### src/rtl/mem_arbiter_pkg.sv
// Shared definitions for the memory arbiter: FSM state encoding and the
// constant words used for bus command defaults and enables.
package mem_arbiter_pkg;

  typedef enum logic [1:0] {
    ST_IDLE    = 2'd0,
    ST_IF_BUSY = 2'd1,
    ST_DM_BUSY = 2'd2,
    ST_RESP    = 2'd3
  } arb_state_t;

  localparam logic [31:0] ZERO_WORD = 32'h0000_0000;
  localparam logic [3:0]  SEL_NONE  = 4'h0;
  localparam logic [3:0]  SEL_ALL   = 4'hF;
  localparam logic        ENABLE    = 1'b1;
  localparam logic        DISABLE   = 1'b0;

endpackage

### src/rtl/mem_arbiter.sv
// Arbitrates the fetch and load/store ports onto one registered shared bus,
// with alternating tie-break, wait-cycle timeout and fetch flush handling.
module mem_arbiter
  import mem_arbiter_pkg::*;
#(
  parameter int unsigned TIMEOUT = 255
) (
  input  logic        clk,
  input  logic        rst,
  input  logic        if_req_i,
  input  logic [31:0] if_addr_i,
  output logic [31:0] if_data_o,
  output logic        if_ack_o,
  input  logic        dm_req_i,
  input  logic        dm_we_i,
  input  logic [3:0]  dm_sel_i,
  input  logic [31:0] dm_addr_i,
  input  logic [31:0] dm_wdata_i,
  output logic [31:0] dm_rdata_o,
  output logic        dm_ack_o,
  input  logic        flush_i,
  output logic        bus_cyc_o,
  output logic        bus_stb_o,
  output logic        bus_we_o,
  output logic [3:0]  bus_sel_o,
  output logic [31:0] bus_addr_o,
  output logic [31:0] bus_wdata_o,
  input  logic [31:0] bus_rdata_i,
  input  logic        bus_ack_i,
  output logic        err_o,
  output logic        stallreq_o
);

  localparam logic [31:0] TIMEOUT_W = 32'(TIMEOUT);

  arb_state_t  r_state;
  arb_state_t  w_nextState;
  logic        w_grantData;
  logic        w_grantFetch;
  logic        w_busDone;
  logic        w_timeout;
  logic [31:0] r_waitCnt;
  logic        r_lastData;
  logic        r_isData;
  logic        r_flushed;
  logic        r_timedOut;
  logic [31:0] r_respData;
  logic [31:0] r_ifData;
  logic [31:0] r_dmData;
  logic        r_busCyc;
  logic        r_busStb;
  logic        r_busWe;
  logic [3:0]  r_busSel;
  logic [31:0] r_busAddr;
  logic [31:0] r_busWdata;
  logic        w_inResp;
  logic        w_fetchKilled;
  logic        w_ifAck;
  logic        w_dmAck;

  always_ff @(posedge clk) begin
    if (!rst) begin
      r_state <= ST_IDLE;
    end else begin
      r_state <= w_nextState;
    end
  end

  // On a tie, data wins unless the previous grant already went to data.
  always_comb begin
    w_nextState  = r_state;
    w_grantData  = DISABLE;
    w_grantFetch = DISABLE;
    w_busDone    = DISABLE;
    w_timeout    = DISABLE;
    case (r_state)
      ST_IDLE: begin
        if (dm_req_i && !(if_req_i && r_lastData)) begin
          w_grantData = ENABLE;
          w_nextState = ST_DM_BUSY;
        end else if (if_req_i) begin
          w_grantFetch = ENABLE;
          w_nextState  = ST_IF_BUSY;
        end
      end
      ST_IF_BUSY, ST_DM_BUSY: begin
        if (bus_ack_i) begin
          w_busDone   = ENABLE;
          w_nextState = ST_RESP;
        end else if (r_waitCnt + 32'd1 == TIMEOUT_W) begin
          w_timeout   = ENABLE;
          w_nextState = ST_RESP;
        end
      end
      ST_RESP: w_nextState = ST_IDLE;
      default: w_nextState = ST_IDLE;
    endcase
  end

  always_ff @(posedge clk) begin
    if (!rst) begin
      r_busCyc   <= DISABLE;
      r_busStb   <= DISABLE;
      r_busWe    <= DISABLE;
      r_busSel   <= SEL_NONE;
      r_busAddr  <= ZERO_WORD;
      r_busWdata <= ZERO_WORD;
      r_waitCnt  <= ZERO_WORD;
      r_lastData <= DISABLE;
      r_isData   <= DISABLE;
      r_flushed  <= DISABLE;
      r_timedOut <= DISABLE;
      r_respData <= ZERO_WORD;
      r_ifData   <= ZERO_WORD;
      r_dmData   <= ZERO_WORD;
    end else begin
      if (w_grantData || w_grantFetch) begin
        r_busCyc   <= ENABLE;
        r_busStb   <= ENABLE;
        r_waitCnt  <= ZERO_WORD;
        r_isData   <= w_grantData;
        r_lastData <= w_grantData;
        r_flushed  <= DISABLE;
        r_timedOut <= DISABLE;
        r_busWe    <= w_grantData ? dm_we_i : DISABLE;
        r_busSel   <= w_grantData ? dm_sel_i : SEL_ALL;
        r_busAddr  <= w_grantData ? dm_addr_i : if_addr_i;
        r_busWdata <= w_grantData ? dm_wdata_i : ZERO_WORD;
      end
      if (r_state == ST_IF_BUSY || r_state == ST_DM_BUSY) begin
        r_waitCnt <= r_waitCnt + 32'd1;
      end
      if (r_state == ST_IF_BUSY && flush_i) begin
        r_flushed <= ENABLE;
      end
      // A timed-out transaction answers with a zero word and an error flag.
      if (w_busDone || w_timeout) begin
        r_busCyc   <= DISABLE;
        r_busStb   <= DISABLE;
        r_respData <= w_busDone ? bus_rdata_i : ZERO_WORD;
        r_timedOut <= w_timeout;
      end
      if (w_ifAck) begin
        r_ifData <= r_respData;
      end
      if (w_dmAck) begin
        r_dmData <= r_respData;
      end
    end
  end

  // A flush seen during the fetch bus cycle or the response cycle cancels the ack.
  assign w_inResp      = (r_state == ST_RESP);
  assign w_fetchKilled = r_flushed || flush_i;
  assign w_ifAck       = w_inResp && !r_isData && !w_fetchKilled;
  assign w_dmAck       = w_inResp && r_isData;

  assign if_ack_o    = w_ifAck;
  assign dm_ack_o    = w_dmAck;
  assign err_o       = w_inResp && r_timedOut && (r_isData || !w_fetchKilled);
  assign if_data_o   = w_ifAck ? r_respData : r_ifData;
  assign dm_rdata_o  = w_dmAck ? r_respData : r_dmData;
  assign stallreq_o  = (if_req_i && !w_ifAck) || (dm_req_i && !w_dmAck);

  assign bus_cyc_o   = r_busCyc;
  assign bus_stb_o   = r_busStb;
  assign bus_we_o    = r_busWe;
  assign bus_sel_o   = r_busSel;
  assign bus_addr_o  = r_busAddr;
  assign bus_wdata_o = r_busWdata;

endmodule

### config.mk
export PLATFORM = sky130hd
export DESIGN_NAME = mem_arbiter
export DESIGN_NICKNAME = d
export VERILOG_FILES = /design/src/rtl/mem_arbiter_pkg.sv /design/src/rtl/mem_arbiter.sv
export SDC_FILE = /design/constraint.sdc
export NUM_CORES = 1
export LEC_CHECK = 0
export ABC_AREA = 1
export CORE_ASPECT_RATIO = 1.75
export CORE_MARGIN = 4
export CORE_UTILIZATION = 32
export DETAILED_ROUTE_END_ITERATION = 10
export PLACE_DENSITY_LB_ADDON = 0.25
export SYNTH_ARGS = -nofsm -noshare
export SYNTH_HDL_FRONTEND = slang
export SYNTH_SLANG_ARGS = --single-unit
### constraint.sdc
create_clock -name clk -period 6.4 [get_ports clk]
set_input_delay 1.28 -clock clk [delete_from_list [all_inputs] [get_ports clk]]
set_output_delay 1.28 -clock clk [all_outputs]
set_load 0.02 [all_outputs]
Word-level counts from Yosys, hierarchy flattened
Index checks and enable logic that the tools add are counted.
{ "totals": {"reg_bits": 203, "input_bits": 139, "output_inout_bits": 139, "elab_cells": 76} }
{ "classes": {"add_sub_neg": 1, "eq_ne": 6, "muxes": 27, "bitwise": 1, "reduce_logical": 28} }
{ "op_table": {"columns": ["operator", "count"], "rows": [
  ["32-bit 2-to-1 mux", 7],
  ["32-bit by 1-bit adder with 32-bit output (second input constant)", 1],
  ["32-bit by 8-bit equality test with 1-bit output (second input constant)", 1],
  ["1-bit 2-to-1 mux", 14],
  ["1-bit logical AND", 10],
  ["2-bit 2-to-1 mux", 4],
  ["1-bit logical OR", 6],
  ["3-bit != test (second input constant)", 2],
  ["2-bit one-hot mux with 3 select lines", 1],
  ["2-bit nonzero test", 3],
  ["1-bit zero test", 5],
  ["2-bit equality test (second input constant)", 2],
  ["4-bit 2-to-1 mux", 1],
  ["2-bit OR reduction", 2],
  ["2-bit by 1-bit equality test with 1-bit output (second input constant)", 1],
  ["2-bit zero test", 1],
  ["2-bit AND reduction", 1],
  ["1-bit inverter", 1]
]} }

Depth between registers and ports, before layout
Gate-level depths: netlist (run 1).
{ "logic_depth": {"word_depth": 8, "ltp_mapped": 16, "ltp_nobuf": 16} }

Worst setup path after synthesis (run 1)
OpenSTA, ideal clock, no wires.
{ "synth_path": {"path_kind": "input port to output port", "startpoint": "in flush_i", "endpoint": "out if_data_o[23]", "t_arrival_ns": 2.584, "path_slack_ns": 2.536, "stages": 5, "cell_sequence": "nor4_1 clkbuf_1 or2_2 o21ai_0 inv_1"} }
{ "synth_via": {"elab_chain_len": 4} }
{ "synth_lines": {"columns": ["item", "line_no", "rtl"], "rows": [
  ["start, declared", "mem_arbiter.sv:21", "input logic flush_i,"],
  ["1-bit logical OR", "mem_arbiter.sv:154", "assign w_fetchKilled = r_flushed || flush_i;"],
  ["1-bit zero test", "mem_arbiter.sv:155", "assign w_ifAck = w_inResp && !r_isData && !w_fetchKilled;"],
  ["1-bit logical AND", "mem_arbiter.sv:155", null],
  ["net if_ack_o", "mem_arbiter.sv:13", "output logic if_ack_o,"],
  ["32-bit 2-to-1 mux", null, null],
  ["end, declared", "mem_arbiter.sv:12", "output logic [31:0] if_data_o,"]
]} }
The timed path passes the listed nets, and every way through them passes these cells.

Worst setup path after layout (run 1)
{ "layout_path": {"startpoint": "in flush_i", "endpoint": "out if_data_o[4]"} }
{ "layout_via": {"elab_chain_len": 4} }
{ "layout_lines": {"columns": ["item", "line_no"], "rows": [
  ["1-bit logical OR", "mem_arbiter.sv:154"],
  ["1-bit zero test", "mem_arbiter.sv:155"],
  ["1-bit logical AND", "mem_arbiter.sv:155"],
  ["32-bit 2-to-1 mux", null]
]} }
No other way between the ends.

==> impl_results.rst, run 1 <==
.. list-table::
   :header-rows: 1

   * - Metric
     - Value
   * - Result of the run
     - finished clean
   * - Number of DRC violations after detailed routing
     - 0
   * - Die area
     - 30,700 um^2
   * - Inserted Clock Buffers
     - 21
   * - TritonCTS Sinks
     - between 200 and 250
   * - Maximum Capacitance Violations
     - 0
   * - Cell at the root of the clock tree
     - sky130_fd_sc_hd__clkbuf_16
   * - Number of vias in the routed layout
     - 8,708
   * - Critical path, cell by cell
     - clkdlybuf4s50_1, nor4_2, inv_1, o21ai_0, inv_1, clkdlybuf4s50_1
   * - Distinct cell type count of the synthesized netlist
     - 28
   * - Warnings from Yosys
     - 0
   * - Maximum fanout along the worst path
     - 32
   * - Slowest stage cell, crit path
     - sky130_fd_sc_hd__inv_1
   * - Class of the most critical hold timing path
     - reg2reg
   * - Worst IR Drop VDD
     - between 0.0002 and 0.0003 V
   * - Placement row count
     - 80
   * - Crit-path max cell delay
     - around 0.65 ns
   * - Count of input and output buffers
     - 277
   * - Tcrit/Tclk final
     - around 75%
   * - Via density per instance
     - between 4 and 5
   * - Hpwl dp
     - between 20,000 and 25,000 um
   * - Register area share after synthesis
     - a little under half
   * - Detailed Route WL
     - just over 30,000 um
   * - Via count of the first global-routing pass
     - ~8,000
   * - Fraction of power consumed by sequential logic
     - 36.4%
   * - Relative slew margins
     - approximately a fifth
   * - Fin Setup TNS
     - 0 ns
   * - TritonCTS clock tree
     - built
   * - CP Class
     - in2out
   * - Element type at the critical path start
     - input port
   * - Worst Max-Slew Pin Slew
     - between 1 and 1.5 ns
   * - Net switching power
     - 1.54 mW
   * - Synthesized netlist cell count
     - ~1,200
   * - Initial DRC Count
     - roughly 410
   * - Fmax
     - between 200 and 250 MHz
   * - Post-CTS clock slew at the launch and capture registers of the worst setup and hold paths
     - around 0.060 ns
   * - WP data required
     - 5.12 ns
   * - Routability-driven placement congestion ratio
     - roughly 0.89
   * - Internal
     - between 2 and 3 mW
   * - Maximum level of the CTS H-tree
     - 1
   * - Arrival time of data at the critical path endpoint
     - approximately 3.5 ns
   * - Post-synthesis register bit count
     - approximately 200
   * - Combinational power share
     - 35.1%
   * - DIE HEIGHT
     - between 200 and 250 um
   * - Power density over the cells
     - approximately 340 nW/um^2
   * - Count of nets after finishing
     - between 1,500 and 2,000
   * - Final setup slack of the worst path
     - roughly 1.6 ns
   * - Leakage power
     - 5.39 nW
   * - Final routed wire length divided by cell count
     - 16.2 um
   * - Total grt overflow
     - 0
   * - Worst hold slack
     - between 0.4 and 0.5 ns
   * - Switching power as a share of total power
     - around 36%
   * - Die width
     - approximately 130 um
   * - Relative contribution of the clock network to total power
     - around 28%
   * - Layout cells sized above 1
     - between 10% and 20%
   * - Initial core utilization
     - 32.6%
   * - Worst slack at placement
     - 1.63 ns
   * - Post-CTS Setup Repair Bufs
     - 0
   * - Synth Cell Area
     - roughly 8900 um^2
   * - Unrepaired setup endpoints after global routing
     - false
   * - TritonRoute pass-1 iters
     - 5
   * - Overall routing resource usage
     - a little under a fifth
   * - Standard cell core area
     - roughly 27,000 um^2
   * - Max-slew violation count
     - 0
   * - Mean cell area of the mapped netlist
     - ~7.2 um^2
   * - Later-pin clock latency in the skew report
     - ~0.51 ns
   * - Wire length of the first global-routing pass
     - roughly 46,000 um
   * - Count of hold-fix buffers inserted at cts
     - 0
   * - Final antenna-violating net count
     - 0
   * - Final critical delay including setup and external delays
     - around 4.8 ns
   * - Largest net degree at the start of global routing
     - 75
   * - Post-layout utilization of the core
     - 46.3%
   * - Most frequent cells in the layout
     - 276 x sky130_fd_sc_hd__clkdlybuf4s50_1, 261 x sky130_fd_sc_hd__nand2_1, 203 x sky130_fd_sc_hd__dfxtp_1
   * - Setup violations, final
     - 0
   * - Layout area overhead
     - 42.1%
   * - CTS Buffer Depth
     - 3
   * - Initial antenna violation count
     - 2
   * - I/O pin count
     - 278
   * - Most common cell after layout, fill and taps aside
     - sky130_fd_sc_hd__clkdlybuf4s50_1
   * - Final Skew
     - between 0.015 and 0.02 ns
   * - Number of hold-slack violations in the final timing report
     - 0
   * - Post-cts gate resize count
     - 0
   * - Kind of end point of the critical path
     - output port
   * - Synthesized net count
     - approximately 1,400
## stage by stage
stage | instances | total power [mW] | instance area [um^2]
finish | 1869 | 4.33 | 12700
global route | 1868 | 4.58 | 12700
CTS | 1866 | 4.39 | 12700
detailed placement | 1830 | 3.14 | 12000
global placement | 1830 | 3.13 | 12000
floorplan | 1241 | 2.45 | 8910
## worst max-delay path: cells and delay by family
kind            cells  cell delay (ns)
compound gates      1             0.27
buf+inv             4             1.90
simple gates        1             0.06
## synthesized netlist by cell type, drive strengths merged
| cell | n | area share [%] |
|---|---|---|
| o221a | 4 | 0.51 |
| nand4 | 4 | 0.45 |
| nand2 | 265 | 11 |
| a21oi | 118 | 6.7 |
| ha | 5 | 0.70 |
| a211oi | 1 | 0.084 |
| xnor2 | 4 | 0.39 |
| inv | 115 | 4.8 |
| o21ai | 151 | 8.5 |
| nand3b | 16 | 1.3 |
| and2 | 1 | 0.070 |
| or2 | 98 | 6.9 |
| clkbuf | 64 | 2.7 |
| xor2 | 3 | 0.29 |
| nor2 | 132 | 6.2 |
| nor4 | 1 | 0.070 |
| dfxtp | 203 | 46 |
| buf | 3 | 0.29 |
| nand3 | 52 | 3.1 |
| clkinv | 1 | 0.042 |
## logic make-up (layout without fill, tap and decap cells)
group | after synthesis | after routing | synth area share (%)
flops | 203 | 203 | 45.6
simple gates | 569 | 569 | 29.4
compound gates | 274 | 274 | 15.7
xor+xnor | 7 | 7 | 0.688
fa+ha+maj | 5 | 5 | 0.702
buf+inv | 183 | 439 | 7.88
other cells | 0 | 3 | 0
## registers in the layout (all words and copies together) (netlist names)
name and count:
r_flushed 1, bus_we_o 1, bus_sel_o 4, r_isData 1
bus_wdata_o 32, bus_stb_o 1, r_state 2, r_dmData 32
r_ifData 32, r_timedOut 1, bus_addr_o 32, r_waitCnt 32
r_respData 32
## layout make-up
type                    count  area, um^2
flip-flops and latches    203        4060
multi-input cells         855        4170
clock inverters             7        91.3
fillers                  2745       14700
repair buffers            287        2840
well taps                 369         462
diodes                      3        7.51
clock buffers              29         586
inverters                 116         438
## worst paths after layout
check                           cells after the start              end  slack [ns]       startpoint
worst max-delay path                                6     if_data_o[4]        1.60          flush_i
worst max register to register                      9    r_waitCnt[25]        3.35         r_isData
worst min-delay path                                2  bus_wdata_o[27]        0.46  bus_wdata_o[27]
worst min register to register                      2  bus_wdata_o[27]        0.46  bus_wdata_o[27]
## power by group through the flow
stage | Combinational, mW | Sequential, mW | Clock (mW)
floorplan | 0.738 | 1.71 | 0
global placement | 1.53 | 1.60 | 0
detailed placement | 1.54 | 1.60 | 0
CTS | 1.55 | 1.58 | 1.27
global route | 1.66 | 1.60 | 1.32
finish | 1.52 | 1.57 | 1.23
## routing by layer
layer	global-route usage [%]	up-vias	wire [um]
li1	-	4435	-
met1	21.1	3990	11500
met2	35.6	224	16400
met3	2.47	59	1340
met4	7.61	0	1150
met5	0	-	0
No activity file was read; power rests on OpenSTA's default activity.
==> run 2: changes to the inputs <==
Clock period 6.4 ns to 5 ns, I/O delays scaled along.
==> impl_results.rst, run 2 (synthesis gave the netlist of run 1 again) <==
.. list-table::
   :header-rows: 1

   * - Metric
     - Value
   * - TritonCTS clock tree
     - built (unchanged)
   * - Non-filler instance count after layout
     - 1,871 (was 1,869)
   * - Number of hold-slack violations in the final timing report
     - 0 (unchanged)
   * - Crit-path max cell delay
     - 0.66 ns (was 0.65 ns)
   * - Unrepaired setup endpoints after global routing
     - false (unchanged)
   * - Initial DRC Count
     - 489 (was 409)
   * - Post-cts gate resize count
     - 0 (unchanged)
   * - Via density per instance
     - 4.63 (was 4.66)
   * - Post-CTS Setup Repair Bufs
     - 0 (unchanged)
   * - Most common cell after layout, fill and taps aside
     - sky130_fd_sc_hd__clkdlybuf4s50_1 (unchanged)
   * - Overall routing resource usage
     - 18.9% (about the same)
   * - Later-pin clock latency in the skew report
     - 0.51 ns (about the same)
   * - Inserted Clock Buffers
     - 21 (unchanged)
   * - Class of the most critical hold timing path
     - reg2reg (unchanged)
   * - Launching point of the worst reg2reg path
     - r_waitCnt[1] (was r_isData)
   * - WP buf/inv
     - 4 (unchanged)
   * - Cell at the root of the clock tree
     - sky130_fd_sc_hd__clkbuf_16 (unchanged)
   * - DIE HEIGHT
     - 229 um (unchanged)
   * - Slowest stage cell, crit path
     - sky130_fd_sc_hd__inv_1 (unchanged)
   * - Cell family with the largest share of critical-path delay
     - buffers and inverters (unchanged)
   * - Kind of end point of the critical path
     - output port (unchanged)
   * - Layout area overhead
     - 42.2% (was 42.1%)
   * - Number of DRC violations after detailed routing
     - 0 (unchanged)
   * - Initial antenna violation count
     - 2 (unchanged)
   * - Arrival time of data at the critical path endpoint
     - 3.23 ns (was 3.52 ns)
   * - Met2 layer usage reported by global route
     - 36.0% (was 35.6%)
   * - Logic depth of the worst setup path including buffers
     - 6 (unchanged)
   * - Critical path, cell by cell
     - clkdlybuf4s50_1, nor4_2, inv_1, o21ai_0, inv_1, clkdlybuf4s50_1 (unchanged)
   * - Initial core utilization
     - 32.6% (unchanged)
   * - Worst hold slack
     - 0.460 ns (about the same)
   * - CP Class
     - in2out (unchanged)
   * - Final routed wire length divided by cell count
     - 16.1 um (was 16.2 um)
   * - Last element of the critical path
     - if_data_o[0] (was if_data_o[4])
   * - TritonCTS Sinks
     - 203 (unchanged)
   * - I/O pin count
     - 278 (unchanged)
   * - Final critical delay including setup and external delays
     - roughly 4.2 ns
   * - Count of input and output buffers
     - 277 (unchanged)
   * - Fin Setup TNS
     - 0 ns (unchanged)
   * - Setup violations, final
     - 0 (unchanged)
   * - PnR Total Power
     - 5.54 mW (was 4.33 mW)
   * - Hpwl dp
     - 22,200 um (was 22,000 um)
   * - Power density over the cells
     - 437 nW/um^2 (was 342 nW/um^2)
   * - Post-CTS clock slew at the launch and capture registers of the worst setup and hold paths
     - 0.06 ns (about the same)
   * - Detailed Route WL
     - 30,000 um (was 30,300 um)
   * - Most frequent cells in the layout
     - 276 x sky130_fd_sc_hd__clkdlybuf4s50_1, 261 x sky130_fd_sc_hd__nand2_1, 203 x sky130_fd_sc_hd__dfxtp_1 (unchanged)
   * - Largest net degree at the start of global routing
     - 107 (was 75)
   * - TritonRoute pass-1 iters
     - 5 (unchanged)
   * - Layout cells sized above 1
     - 11.3% (was 11.0%)
   * - Reg2reg setup slack
     - 2.20 ns (was 3.35 ns)
   * - Result of the run
     - finished clean (unchanged)
   * - Die area
     - 30,700 um^2 (unchanged)
   * - Total grt overflow
     - 0 (unchanged)
   * - Count of nets after finishing
     - 1,630 (was 1,628)
   * - Worst Max-Slew Pin Slew
     - 1.15 ns (was 1.18 ns)
   * - Count of hold-fix buffers inserted at cts
     - 0 (unchanged)
   * - WP data required
     - 4.00 ns (was 5.12 ns)
   * - Number of cells on the worst hold path
     - 2 (unchanged)
   * - Tcrit/Tclk final
     - between 80% and 90%
   * - Die width
     - 134 um (unchanged)
   * - Global-route met1 utilization
     - 20.6% (was 21.1%)
   * - Element type at the critical path start
     - input port (unchanged)
   * - Leakage power
     - 5.40 nW (was 5.39 nW)
   * - Maximum fanout along the worst path
     - 32 (unchanged)
   * - Via count of the first global-routing pass
     - 8,289 (was 8,139)
   * - Worst setup path start
     - flush_i (unchanged)
   * - Routability-driven placement congestion ratio
     - 0.867 (was 0.888)
   * - Number of vias in the routed layout
     - 8,664 (was 8,708)
   * - Fmax
     - around 240 MHz
   * - Standard cell core area
     - 27,300 um^2 (unchanged)
   * - Wire length of the first global-routing pass
     - 46,000 um (about the same)
   * - Peak-usage layer in the global routing report
     - met2 (unchanged)
   * - Max-slew violation count
     - 0 (unchanged)
   * - Maximum level of the CTS H-tree
     - 1 (unchanged)
   * - Crit Reg-Reg Endpoint
     - r_respData[7] (was r_waitCnt[25])
   * - Relative slew margins
     - 23.4% (was 20.8%)
   * - Placement row count
     - 80 (unchanged)
   * - Maximum Capacitance Violations
     - 0 (unchanged)
   * - CTS Buffer Depth
     - 3 (unchanged)
   * - Final antenna-violating net count
     - 0 (unchanged)
   * - Final Skew
     - 0.0259 ns (was 0.0176 ns)
   * - Worst IR Drop VDD
     - 0.000279 V (was 0.000300 V)
   * - Worst reg2reg path depth
     - 12 (was 9)
   * - Number of cells after detailed placement
     - 1,832 (was 1,830)
   * - Met3 routing resource usage after global routing
     - 2.56% (was 2.47%)
[run 2: power by group]
group          total, mW  internal, mW  switching, mW
logic               1.96         0.782           1.18
registers           2.02          1.87          0.147
clock network       1.56         0.891          0.673
[run 2: how the worst min path moves through the flow]
stage | from | to | slack [ns]
6_report | bus_wdata_o[1] | bus_wdata_o[1] | 0.46
5_1_grt | bus_wdata_o[16] | bus_wdata_o[16] | 0.48
4_1_cts | bus_wdata_o[18] | bus_wdata_o[18] | 0.46
3_5_place_dp | bus_wdata_o[18] | bus_wdata_o[18] | 0.45
3_3_place_gp | bus_wdata_o[0] | bus_wdata_o[0] | 0.45
2_1_floorplan | r_respData[14] | r_respData[14] | 0.44
[run 2: worst register-to-register path, delay by kind of cell, from the launching register on]
family | cells | cell delay (ns)
AND/OR/NAND/NOR | 9 | 1.73
flip-flops | 1 | 0.40
AO/OA/AOI/OAI | 2 | 0.33
adder cells (fa/ha/maj) | 1 | 0.23
[run 2: layout make-up]
| type | count | area [um^2] |
|---|---|---|
| antenna | 2 | 5.00 |
| clock buffer | 28 | 592 |
| clock inverter | 9 | 86.3 |
| fill | 2768 | 14700 |
| inverter | 116 | 438 |
| multi-input combinational | 855 | 4170 |
| sequential | 203 | 4060 |
| tap | 369 | 462 |
| timing repair buffer | 289 | 2860 |
[run 2: through the flow]
stage / util [%] / instance area, um^2 / setup slack (ns)
after floorplan: - / 8910 / 1.70
after global placement: 43.9 / 12000 / 0.856
after detailed placement: 43.9 / 12000 / 0.777
after CTS: 46.4 / 12700 / 0.772
after global routing: 46.4 / 12700 / 0.583
final: 46.4 / 12700 / 0.774
[run 2: layer usage]
layer,vias to the layer above,routed length [um]
met5,-,0
met4,0,1100
met3,51,1190
met2,203,16100
met1,3964,11600
li1,4446,-
